### src/rtl/redmule_tile_pkg.sv
// redmule_tile_pkg: tile OBI instruction channel types and instruction arbiter constants.
package redmule_tile_pkg;
  localparam int unsigned INSTR_ARB_NUM_REQ = 2;
  localparam int unsigned INSTR_ARB_MAX_OUTSTANDING = 4;
  typedef struct packed {
    logic [31:0] addr;
  } core_obi_instr_a_chan_t;
  typedef struct packed {
    logic                   req;
    core_obi_instr_a_chan_t a;
  } core_obi_instr_req_t;
  typedef struct packed {
    logic [31:0] rdata;
    logic        err;
  } core_obi_instr_r_chan_t;
  typedef struct packed {
    logic                   gnt;
    logic                   rvalid;
    core_obi_instr_r_chan_t r;
  } core_obi_instr_rsp_t;
  typedef logic [$clog2(INSTR_ARB_NUM_REQ)-1:0] instr_arb_id_t;
endpackage

### src/rtl/obi_instr_arb_id_fifo.sv
// obi_instr_arb_id_fifo: in-order FIFO of requester IDs for outstanding transactions.
module obi_instr_arb_id_fifo
  import redmule_tile_pkg::*;
#(
  parameter int unsigned Depth = INSTR_ARB_MAX_OUTSTANDING,
  parameter int unsigned W     = $bits(instr_arb_id_t),
  localparam int unsigned PtrW = (Depth > 1) ? $clog2(Depth) : 1,
  localparam int unsigned CntW = $clog2(Depth + 1)
) (
  input  logic            clk,
  input  logic            rst,
  input  logic            push,
  input  logic            pop,
  input  logic [W-1:0]    data,
  output logic [W-1:0]    head,
  output logic            full,
  output logic            empty,
  output logic [CntW-1:0] count
);
  logic [W-1:0]    mem [Depth];
  logic [PtrW-1:0] wr_q, rd_q;
  logic            do_push, do_pop;
  function automatic logic [PtrW-1:0] nxt(input logic [PtrW-1:0] p);
    return (p == PtrW'(Depth - 1)) ? '0 : p + 1'b1;
  endfunction
  assign full    = count == CntW'(Depth);
  assign empty   = count == '0;
  assign do_push = push & ~full;
  assign do_pop  = pop & ~empty;
  assign head    = mem[rd_q];
  always_ff @(posedge clk or posedge rst) begin
    if (rst) begin
      wr_q  <= '0;
      rd_q  <= '0;
      count <= '0;
    end else begin
      if (do_push) wr_q <= nxt(wr_q);
      if (do_pop) rd_q <= nxt(rd_q);
      count <= count + CntW'(do_push) - CntW'(do_pop);
    end
  end
  always_ff @(posedge clk) begin
    if (do_push) mem[wr_q] <= data;
  end
endmodule

### src/rtl/obi_instr_arbiter.sv
// obi_instr_arbiter: round-robin OBI instruction arbiter with in-order response routing.
// Optional performance counters enabled by OBI_INSTR_ARB_PERF_EN.
module obi_instr_arbiter
  import redmule_tile_pkg::*;
#(
  parameter int unsigned NumReq         = INSTR_ARB_NUM_REQ,
  parameter int unsigned MaxOutstanding = INSTR_ARB_MAX_OUTSTANDING
) (
  input  logic                               clk_i,
  input  logic                               rst_i,
  input  core_obi_instr_req_t [NumReq-1:0]   slv_req_i,
  output core_obi_instr_rsp_t [NumReq-1:0]   slv_rsp_o,
  output core_obi_instr_req_t                mst_req_o,
  input  core_obi_instr_rsp_t                mst_rsp_i,
  output logic                               busy_o,
`ifdef OBI_INSTR_ARB_PERF_EN
  output logic [NumReq-1:0][31:0]            perf_grant_cnt_o,
  output logic [31:0]                        perf_stall_cnt_o,
  input  logic                               perf_clr_i,
`endif
  output logic                               rsp_err_o
);
  localparam int unsigned IdW  = $clog2(NumReq);
  localparam int unsigned CntW = $clog2(MaxOutstanding + 1);
  logic [IdW-1:0]  rr_q, lock_id_q, win, head;
  logic            lock_q, win_vld, hs, pop, full, empty;
  logic [CntW-1:0] count;
  always_comb begin
    win     = rr_q;
    win_vld = 1'b0;
    for (int i = NumReq - 1; i >= 0; i--) begin
      if (slv_req_i[(int'(rr_q) + i) % NumReq].req) begin
        win     = IdW'((int'(rr_q) + i) % NumReq);
        win_vld = 1'b1;
      end
    end
    if (lock_q) begin
      win     = lock_id_q;
      win_vld = slv_req_i[lock_id_q].req;
    end
  end
  assign mst_req_o.req = win_vld & ~full;
  assign mst_req_o.a   = slv_req_i[win].a;
  assign hs            = mst_req_o.req & mst_rsp_i.gnt;
  assign pop           = mst_rsp_i.rvalid & ~empty;
  assign rsp_err_o     = mst_rsp_i.rvalid & empty;
  assign busy_o        = count != '0;
  for (genvar i = 0; i < NumReq; i++) begin : g_rsp
    assign slv_rsp_o[i].gnt     = hs && win == IdW'(i);
    assign slv_rsp_o[i].rvalid  = pop && head == IdW'(i);
    assign slv_rsp_o[i].r.rdata = slv_rsp_o[i].rvalid ? mst_rsp_i.r.rdata : '0;
    assign slv_rsp_o[i].r.err   = slv_rsp_o[i].rvalid & mst_rsp_i.r.err;
  end
  // An ungranted address phase pins the winner until handshake or OBI-violating withdrawal.
  always_ff @(posedge clk_i or posedge rst_i) begin
    if (rst_i) begin
      rr_q      <= '0;
      lock_q    <= 1'b0;
      lock_id_q <= '0;
    end else if (hs) begin
      rr_q   <= (win == IdW'(NumReq - 1)) ? '0 : win + 1'b1;
      lock_q <= 1'b0;
    end else if (mst_req_o.req) begin
      lock_q    <= 1'b1;
      lock_id_q <= win;
    end else if (lock_q && !slv_req_i[lock_id_q].req) begin
      lock_q <= 1'b0;
    end
  end
  obi_instr_arb_id_fifo #(
    .Depth(MaxOutstanding),
    .W    (IdW)
  ) u_id_fifo (
    .clk  (clk_i),
    .rst  (rst_i),
    .push (hs),
    .pop  (pop),
    .data (win),
    .head (head),
    .full (full),
    .empty(empty),
    .count(count)
  );
`ifdef OBI_INSTR_ARB_PERF_EN
  logic any_req;
  always_comb begin
    any_req = 1'b0;
    for (int i = 0; i < NumReq; i++) any_req = any_req | slv_req_i[i].req;
  end
  always_ff @(posedge clk_i or posedge rst_i) begin
    if (rst_i) begin
      perf_grant_cnt_o <= '0;
      perf_stall_cnt_o <= '0;
    end else if (perf_clr_i) begin
      perf_grant_cnt_o <= '0;
      perf_stall_cnt_o <= '0;
    end else begin
      for (int i = 0; i < NumReq; i++)
        if (hs && win == IdW'(i) && !(&perf_grant_cnt_o[i])) perf_grant_cnt_o[i] <= perf_grant_cnt_o[i] + 1;
      if (any_req && !hs && !(&perf_stall_cnt_o)) perf_stall_cnt_o <= perf_stall_cnt_o + 1;
    end
  end
`endif
endmodule
### config.mk
export PLATFORM = sky130hd
export DESIGN_NAME = obi_instr_arbiter
export DESIGN_NICKNAME = d
export VERILOG_FILES = /design/src/rtl/redmule_tile_pkg.sv /design/src/rtl/obi_instr_arb_id_fifo.sv /design/src/rtl/obi_instr_arbiter.sv
export SDC_FILE = /design/constraint.sdc
export NUM_CORES = 1
export LEC_CHECK = 0
export CORE_AREA = 2 2 80 82
export CTS_CLUSTER_DIAMETER = 60
export DETAILED_ROUTE_END_ITERATION = 10
export DIE_AREA = 0 0 82 84
export DONT_BUFFER_PORTS = 1
export PLACE_DENSITY = 0.51
export SKIP_LAST_GASP = 1
export SLEW_MARGIN = 0
export SYNTH_ARGS = -nofsm -noshare
export SYNTH_HDL_FRONTEND = slang
export SYNTH_HIERARCHICAL = 1
export SYNTH_SLANG_ARGS = --single-unit
export TNS_END_PERCENT = 30
### constraint.sdc
create_clock -name clk_i -period 3.8 [get_ports clk_i]
set_input_delay 0.76 -clock clk_i [delete_from_list [all_inputs] [get_ports clk_i]]
set_output_delay 0.76 -clock clk_i [all_outputs]
set_load 0.01 [all_outputs]
==> results of run 1 <==
final cells by class:
type                       count  area share (%)
clock buffer                   4           2.398
inverter                      13           2.598
multi-input combinational    144           68.69
sequential                    14           19.72
tap                           77           5.130
timing repair buffer           2           1.466
critical path, cell delays in order, from the launching register on:
cell     delay, ns
dfrtp_1       0.40
mux4_2        0.75
and2b_1       0.83
and2_1        0.29
sequential cells by signal (all words and copies together), names as in the netlist:
signal and cells:
lock_q 1, u_id_fifo/wr_q 2, lock_id_q 1, u_id_fifo/mem 4, u_id_fifo/rd_q 2, rr_q 1
u_id_fifo/count 3
cells by family (layout without fill, tap and decap cells):
logic type / count (synthesis) / count (layout) / synth area share [%]
fa+ha+maj: 8 / 8 / 6.026
xor+xnor: 2 / 2 / 0.9813
flops: 14 / 14 / 20.74
simple gates: 88 / 88 / 30.55
mux: 39 / 39 / 31.25
compound gates: 7 / 7 / 3.224
buf+inv: 26 / 19 / 7.218
layer usage:
| layer | part of all wire [%] | vias up |
|---|---|---|
| met4 | 0 | 0 |
| li1 | - | 613 |
| met2 | 51 | 104 |
| met1 | 40 | 626 |
| met3 | 8.7 | 0 |
| met5 | 0 | - |
metrics by stage:
step / utilization, % / area, um^2 / power (mW) / hold slack, ns / setup slack [ns]
finish: 30.81 / 1878 / 1.440 / 0.2651 / 0.5116
global route: 30.81 / 1878 / 1.565 / 0.2629 / 0.2397
CTS: 30.81 / 1878 / 1.455 / 0.2674 / 0.4881
detailed placement: 30.07 / 1833 / 1.323 / 0.5274 / 0.7570
global placement: 30.07 / 1833 / 1.308 / 0.5281 / 0.8356
floorplan: - / 1785 / 1.220 / 0.5051 / 1.014
synthesized netlist by cell type:
master / instances
or3_1: 1
buf_6: 4
and3_1: 33
a31oi_1: 1
mux4_2: 1
nor3_1: 1
mux2_2: 8
edfxtp_1: 4
a21oi_1: 3
nor2_1: 7
ha_1: 7
mux2_4: 29
inv_1: 13
nand2b_1: 1
fa_1: 1
nand2_1: 1
nand2_2: 1
o31a_1: 1
or3b_4: 1
clkbuf_1: 8
dfrtp_1: 10
buf_2: 1
and3_2: 4
nand2_4: 1
and2_1: 35
a211oi_1: 1
a211oi_4: 1
and2b_1: 1
xnor2_1: 2
nor2b_1: 1
mux2i_1: 1
power breakdown:
group | switching, mW | internal [mW] | leakage, nW
logic | 0.561 | 0.462 | 0.806
registers | 0.0649 | 0.228 | 0.154
clock network | 0.0499 | 0.0741 | 0.0228
total | 0.676 | 0.763 | 0.983
worst max-delay path by stage:
stage | startpoint | endpoint | slack, ns
after CTS | u_id_fifo/rd_q[0] | slv_rsp_o[4] | 0.49
after detailed placement | u_id_fifo/rd_q[0] | slv_rsp_o[15] | 0.76
final | u_id_fifo/rd_q[0] | slv_rsp_o[6] | 0.51
after global placement | u_id_fifo/rd_q[0] | slv_rsp_o[15] | 0.84
after global routing | u_id_fifo/rd_q[0] | slv_rsp_o[2] | 0.24
after floorplan | slv_req_i[65] | u_id_fifo/count[2] | 1.01
==> results.md, run 1 <==
* Pins Over Slew Limit at 0
* Initial Util at 29.29%
* Most common cell after layout, fill and taps aside: and2_1
* Met1 Resource Use GR at 13.65%
* Slew @ Worst Pin at 0.8253 ns
* Met3 Use GR at 1.840%
* Vias at 1,343
* Share of Yosys cell area claimed by the top area cell type at 24.39%
* TritonCTS Buffers at 3
* Setup TNS at 0 ns
* DRT Pass-1 Iters at 4
* Met2 usage at 19.88%
* Pwr dens at 766.5 nW/um^2
* Clk_lat worst skew at 0.24 ns
* Post-CTS Setup Bufs at 0
* Synthesized instance count at 184
* Wirelength per Cell at 17.58 um
* First-pass GRT wire length at 5.940 mm
* Multi-input logic area at 1290 um^2
* Non-Filler Instances at 254
* Hold buffer count at cts at 0
* Max Fclk at 304.1 MHz
* Clock Path Buffers at 2
* Syn_nets at 295
* DR iter-0 viols at 38
* Crit-path max FO at 35
* HP Class: primary input to asynchronous set/reset pin
* Commonest non-fill, non-tap cells in the layout: 35 x and2_1, 33 x and3_1, 29 x mux2_4
* Final Setup Violations at 0
* RePlAce Congestion at 0.6617
* Final WL at 4.465 mm
* H-tree depth at 1
* Pin count of the biggest net entering global routing at 36
* Synthesized area at 1785 um^2
* Area leader, netlist: mux2_4
* Critical Setup Path Class: flop to output port
* Max rail drop VDD at 0.3670 mV
* Worst Path Required at 3.04 ns
* Via-per-instance ratio at 5.287
* YS warnings at 6
* RSZ-0062 raised after global routing: no
* Die area at 6888 um^2
* Relative slew slack at 44.98%
* Die Width at 82 um
* FF-to-FF path depth at 13
* Tcrit/Tclk final at 86.54%
* Worst Skew at 0.002115 ns
* Seq. cell area at 370.4 um^2
* Layout cells sized above 1 at 29.94%
* Number of global-route vias before repair at 1,264
* Post-placement cell count at 250
* Worst R2R Setup Slack at 1.03 ns
* Tot GR Track Use at 10.97%
* Routed Antenna Nets at 0
* Final Hold Viols at 0
* Hpwl dp at 3.728 mm
* RR Endpoint: u_id_fifo/count[2]
* Clock transition at path regs at 0.06 ns
* Gr ovfl total at 0
* CTS Sinks at 14
* Outcome: finished clean
* Number of fill cells at 616
* Clock root buffer: clkbuf_8
* Synthesis-to-layout area growth at 5.186%
* Port Buffers at 0
* Core area at 6096 um^2
* Tmin final at 3.288 ns
* Num ports at 208
* Netlist cell types at 31
* Nets at 289
* Worst r2r src: u_id_fifo/count[2]
* #FFs+latches synth at 14
* # rows at 29
* DIE HEIGHT at 84 um
* Setup crit start kind: flop
* Ant. Diodes at 0
* P_leak at 0.9826 nW
* Initial antenna violation count at 0
* Post-CTS Resized at 0
* Ranking of synthesized cells by area: mux2_4 24%, dfrtp_1 14%, and2_1 12%
* GRT busiest layer: met2
* DR DRC count at 0
* Post-synthesis sequential area ratio at 20.74%
* Syn_area_per_cell at 9.704 um^2
* CTS tree: built
* Max-Cap Viols at 0
* Critical Path End Type: output port
* CP arrival at 2.53 ns
Note: power is estimated with default switching activity, not from simulation.
==> inputs of run 2 (changes only) <==
Settings changed: CORE_AREA 2 2 80 82 to 2 2 81 83, DIE_AREA 0 0 82 84 to 0 0 83 85, PLACE_DENSITY 0.51 to 0.49, SYNTH_HIERARCHICAL 1 to not set.
==> results.md, run 2 <==
* Outcome: finished clean
* Synthesis-to-layout area growth at 2.044%
* DRT Pass-1 Iters at 4
* Layout cells sized above 1 at 21.57%
* Syn_area_per_cell at 7.827 um^2
* Dominant synthesized flop cell: dfrtp_1
* H-tree depth at 1
* Initial antenna violation count at 0
* Commonest non-fill, non-tap cells in the layout: 38 x nor2_1, 36 x nand2_1, 35 x and3_1, 35 x mux2_2, 11 x inv_1
* Setup TNS at 0 ns
* WHS at 0.3944 ns
* Max reg flops at 4
* Post-placement cell count at 277
* Ranking of synthesized cells by area: mux2_2 23%, dfrtp_1 15%, and3_1 13%
* Synthesized area at 1714 um^2
* Async SR Flop Fraction at 71.43%
* Clk_lat worst skew at 0.24 ns
* Pins Over Slew Limit at 0
* Total power at 1.427 mW
* # rows at 29
* Vias at 1,468
* Die area at 7055 um^2
* Most instantiated cells after synthesis: 38 x nor2_1, 36 x nand2_1, 35 x and3_1, 35 x mux2_2
* Number of global-route vias before repair at 1,146
* DR iter-0 viols at 22
* Syn_nets at 330
* Post-synth EDFFs at 4
* Routed Antenna Nets at 0
* HP Class: primary input to asynchronous set/reset pin
* Slew @ Worst Pin at 0.9307 ns
* Slowest CP cell: mux4_2
* RePlAce Congestion at 0.7233
* Relative slew slack at 37.96%
* Initial Util at 27.63%
* Wirelength per Cell at 14.64 um
* Tot GR Track Use at 9.504%
* Critical Path End Type: output port
* Synthesized instance count at 219
* Clock Path Buffers at 2
* #FFs+latches synth at 14
* CTS Sinks at 14
* Share of Yosys cell area claimed by the top area cell type at 22.99%
* Core area at 6205 um^2
* Area leader, netlist: mux2_2
* Number of fill cells at 658
* Worst path max stage delay at 0.98 ns
* Final Hold Viols at 0
* Num ports at 208
* Tcrit/Tclk final at 73.77%
* Worst Path Required at 3.04 ns
* Final Setup Violations at 0
* Max rail drop VDD at 0.3729 mV
* Post-synthesis sequential area ratio at 21.61%
* Gr ovfl total at 0
* Post-CTS Setup Bufs at 0
* Die Width at 83 um
* Pin count of the biggest net entering global routing at 71
* Setup crit start kind: flop
* Critical Setup Path Class: flop to output port
* Hold buffer count at cts at 0
* Post-CTS Resized at 0
* Nets at 316
* Non-Filler Instances at 281
* Worst Skew at 0.004705 ns
* CTS tree: built
* Reg with most FFs: u_id_fifo.mem
* First-pass GRT wire length at 5.423 mm
* YS warnings at 0
* Crit-path max FO at 68
* Tmin final at 2.803 ns
* P_leak at 0.8577 nW
* RSZ-0062 raised after global routing: no
* Via-per-instance ratio at 5.224
* Pwr dens at 815.6 nW/um^2
* Biggest regs: u_id_fifo.mem (4), u_id_fifo.count (3)
* DIE HEIGHT at 85 um
* Max Fclk at 356.7 MHz
* Most common cell after layout, fill and taps aside: nor2_1
* TritonCTS Buffers at 3
* CP arrival at 2.04 ns
* Critical-path cell list: mux4_2, and3_1
* Most frequent cell after synthesis: nor2_1
* Final WL at 4.113 mm
* Netlist cell types at 25
* Max-Cap Viols at 0
* DR DRC count at 0
* Port Buffers at 0
* Clock root buffer: clkbuf_8
* Ant. Diodes at 0
* Hpwl dp at 3.382 mm
* Clock transition at path regs at 0.06 ns
==> run 2: changes by cell type after synthesis, moves of 2 or more <==
cell,before,now
nand2_1,1,36
mux2_2,8,35
buf_2,1,4
and2_1,35,7
inv_1,13,11
a31oi_1,1,3
nor2_1,7,38
and3_2,4,0
mux2_4,29,2
a21oi_1,3,1
clkbuf_1,8,11
and3_1,33,35
==> run 2: cells by family after synthesis <==
group                    synth area share, %
multiplexers                           26.06
adder cells (fa/ha/maj)                6.277
flip-flops                             21.61
AO/OA/AOI/OAI                          2.920
buffers and inverters                  9.051
AND/OR/NAND/NOR                        33.07
XOR/XNOR                               1.022
==> run 2: path summary, 6_finish.rpt <==
kind,from,to,slack [ns],cells past startpoint
max reg2reg,u_id_fifo.count[1],u_id_fifo.count[2],1.31,8
min reg2reg,rr_q,rr_q,0.51,1
max in group asynchronous,rst_i,u_id_fifo.count[1],3.11,1
min,rst_i,u_id_fifo.wr_q[1],0.39,1
min in group clk_i,rr_q,rr_q,0.51,1
max,u_id_fifo.rd_q[0],slv_rsp_o[64],1.0,2
==> run 2: final cells by class <==
class	instances	area, um^2	share of cell area (%)
Sequential cell	14	370.4	21.17
Multi-Input combinational cell	174	1189	67.95
Clock buffer	3	41.29	2.361
Timing Repair Buffer	1	7.507	0.4292
Clock inverter	1	3.754	0.2146
Inverter	11	41.29	2.361
Tap cell	77	96.34	5.508
==> run 2: critical path: cells and delay by family (launching register included) <==
kind / cells / cell delay [ns]
AND/OR/NAND/NOR: 1 / 0.38
flip-flops: 1 / 0.42
multiplexers: 1 / 0.98
==> run 2: power by group <==
group	switching, mW	internal, mW	leakage (nW)	total [mW]
Clock	0.0509	0.0714	0.0231	0.122
Sequential	0.0493	0.232	0.153	0.281
Combinational	0.620	0.403	0.681	1.02
Total	0.720	0.706	0.858	1.43
==> run 2: metal layers <==
| metal | GRT usage (%) | part of all wire [%] | vias up |
|---|---|---|---|
| met5 | 0 | 0 | - |
| met1 | 10.68 | 37 | 644 |
| met2 | 16.20 | 49 | 120 |
| met4 | 5.067 | 2.3 | 0 |
| li1 | - | - | 698 |
| met3 | 2.918 | 11 | 6 |
==> run 2: through the flow <==
stage | cell area [um^2] | setup WS (ns) | utilization (%)
finish | 1749 | 0.9968 | 28.19
global route | 1749 | 0.8424 | 28.19
CTS | 1749 | 0.9501 | 28.19
detailed placement | 1704 | 1.155 | 27.47
global placement | 1704 | 1.186 | 27.47
floorplan | 1714 | 1.258 | -
==> inputs of run 3 (changes only) <==
Settings changed: PLACE_DENSITY 0.49 to 0.51.
Clock period 3.8 ns to 2.54 ns, I/O delays scaled along.
==> results.md, run 3 (synthesis gave the netlist of run 2 again) <==
* Port Buffers at 0
* Post-DP Area at 1732 um^2
* CP arrival at 1.82 ns
* Die area at 7055 um^2
* DRT Pass-1 Iters at 4
* CTS tree: built
* Tot GR Track Use at 10.51%
* Critical Path End Type: output port
* RSZ-0062 raised after global routing: no
* # rows at 29
* P_leak at 0.8779 nW
* Routed wl met3 at 460 um
* Relative slew slack at 63.61%
* TritonCTS Buffers at 3
* Max rail drop VDD at 0.8705 mV
* Worst R2R Setup Slack at 0.34 ns
* Clk_lat worst skew at 0.24 ns
* Hold buffer count at cts at 0
* RePlAce Congestion at 0.7470
* Setup crit start kind: flop
* Layout cells sized above 1 at 22.82%
* Vias at 1,459
* Via-per-instance ratio at 5.155
* Hpwl dp at 3.614 mm
* Top layer in use: met4
* Die Width at 83 um
* H-tree depth at 1
* Ant. Diodes at 0
* Final core utilization at 28.80%
* Worst Skew at 0.001925 ns
* Num ports at 208
* Met2 wire length at 2.334 mm
* CTS Sinks at 14
* Routed Antenna Nets at 0
* Final WL at 4.371 mm
* Initial Util at 27.63%
* Worst Path Required at 2.03 ns
* Sequential share of power at 18.9%
* Post-CTS Resized at 0
* Initial antenna violation count at 0
* HP Class: primary input to asynchronous set/reset pin
* Pin count of the biggest net entering global routing at 70
* Cell Int Power at 1.131 mW
* Final Setup Violations at 0
* Final Hold Viols at 0
* Most common cell after layout, fill and taps aside: nor2_1
* Tcrit/Tclk final at 91.57%
* DR iter-0 viols at 33
* FF-to-FF path depth at 8
* Psw at 1.100 mW
* Clock root buffer: clkbuf_8
* Setup TNS at 0 ns
* Clock transition at path regs at 0.06 ns
* Number of global-route vias before repair at 1,257
* Post-route cell area at 1787 um^2
* Tmin final at 2.326 ns
* Core area at 6205 um^2
* Max reg flops at 4
* Switch share at 49.31%
* Slew @ Worst Pin at 0.5458 ns
* Reg with most FFs: u_id_fifo.mem
* WHS at 0.1206 ns
* Clock Power Share at 9.5%
* Outcome: finished clean
* Pins Over Slew Limit at 0
* DR DRC count at 0
* First-pass GRT wire length at 6.044 mm
* Post-Route M1 WL at 1.539 mm
* Post-CTS Setup Bufs at 0
* Max-Cap Viols at 0
* Pwr dens at 1249 nW/um^2
* Wirelength per Cell at 15.45 um
* Crit-path max FO at 69
* Commonest non-fill, non-tap cells in the layout: 38 x nor2_1, 36 x nand2_1, 35 x and3_1, 35 x mux2_2, 11 x inv_1
* Max Fclk at 429.9 MHz
* Number of fill cells at 693
* Synthesis-to-layout area growth at 4.233%
* Logic pwr share at 71.6%
* Nets at 318
* DIE HEIGHT at 85 um
* Gr ovfl total at 0
* Biggest regs: u_id_fifo.mem (4), u_id_fifo.count (3)
* Clock Path Buffers at 2
* Critical Setup Path Class: flop to output port
==> run 3: cell types whose count changed in the layout (fill, tap and decap cells not counted), sizes merged <==
| cell | previous run | this run |
|---|---|---|
| buf | 1 | 3 |
| clkbuf | 3 | 4 |
| clkinv | 1 | 0 |
==> run 3: area by class of cell <==
cell class	instances	area [um^2]	area share (%)
multi-input cells	174	1189	66.53
inverters	11	41.29	2.311
flip-flops and latches	14	370.4	20.73
clock buffers	4	55.05	3.081
well taps	77	96.34	5.392
repair buffers	3	35.03	1.961
==> run 3: path summary, 6_finish.rpt <==
path                               startpoint            endpoint
min in group clk_i              mst_rsp_i[34]           lock_id_q
min                                     rst_i   u_id_fifo.wr_q[1]
max in group asynchronous               rst_i  u_id_fifo.count[0]
min reg2reg                              rr_q                rr_q
max                        u_id_fifo.count[1]       slv_rsp_o[62]
max reg2reg                u_id_fifo.count[1]  u_id_fifo.count[2]
==> run 3: power groups by stage <==
stage               Sequential [mW]  Combinational [mW]  Clock [mW]
floorplan                     0.408                1.49           0
global placement              0.425                1.60           0
detailed placement            0.428                1.62           0
CTS                           0.424                1.63       0.221
global route                  0.442                1.77       0.232
finish                        0.423                1.60       0.211
==> run 3: critical path, stage by stage, from the launching register on <==
cell     delay [ns]
dfrtp_1        0.38
or3_4          0.42
and2_4         0.18
buf_4          0.29
and3_1         0.29
==> run 3: routing by layer <==
metal,track usage [%],vias up
li1,-,696
met1,11.53,640
met2,20.23,121
met3,1.848,2
met4,3.726,0
met5,0,-
==> run 3: through the flow <==
stage	instances	power (mW)	worst slack (ns)
floorplan	219	1.894	0.06258
global placement	279	2.025	0.3510
detailed placement	279	2.053	0.3309
CTS	283	2.277	0.1957
global route	283	2.440	0.1132
finish	283	2.231	0.2141
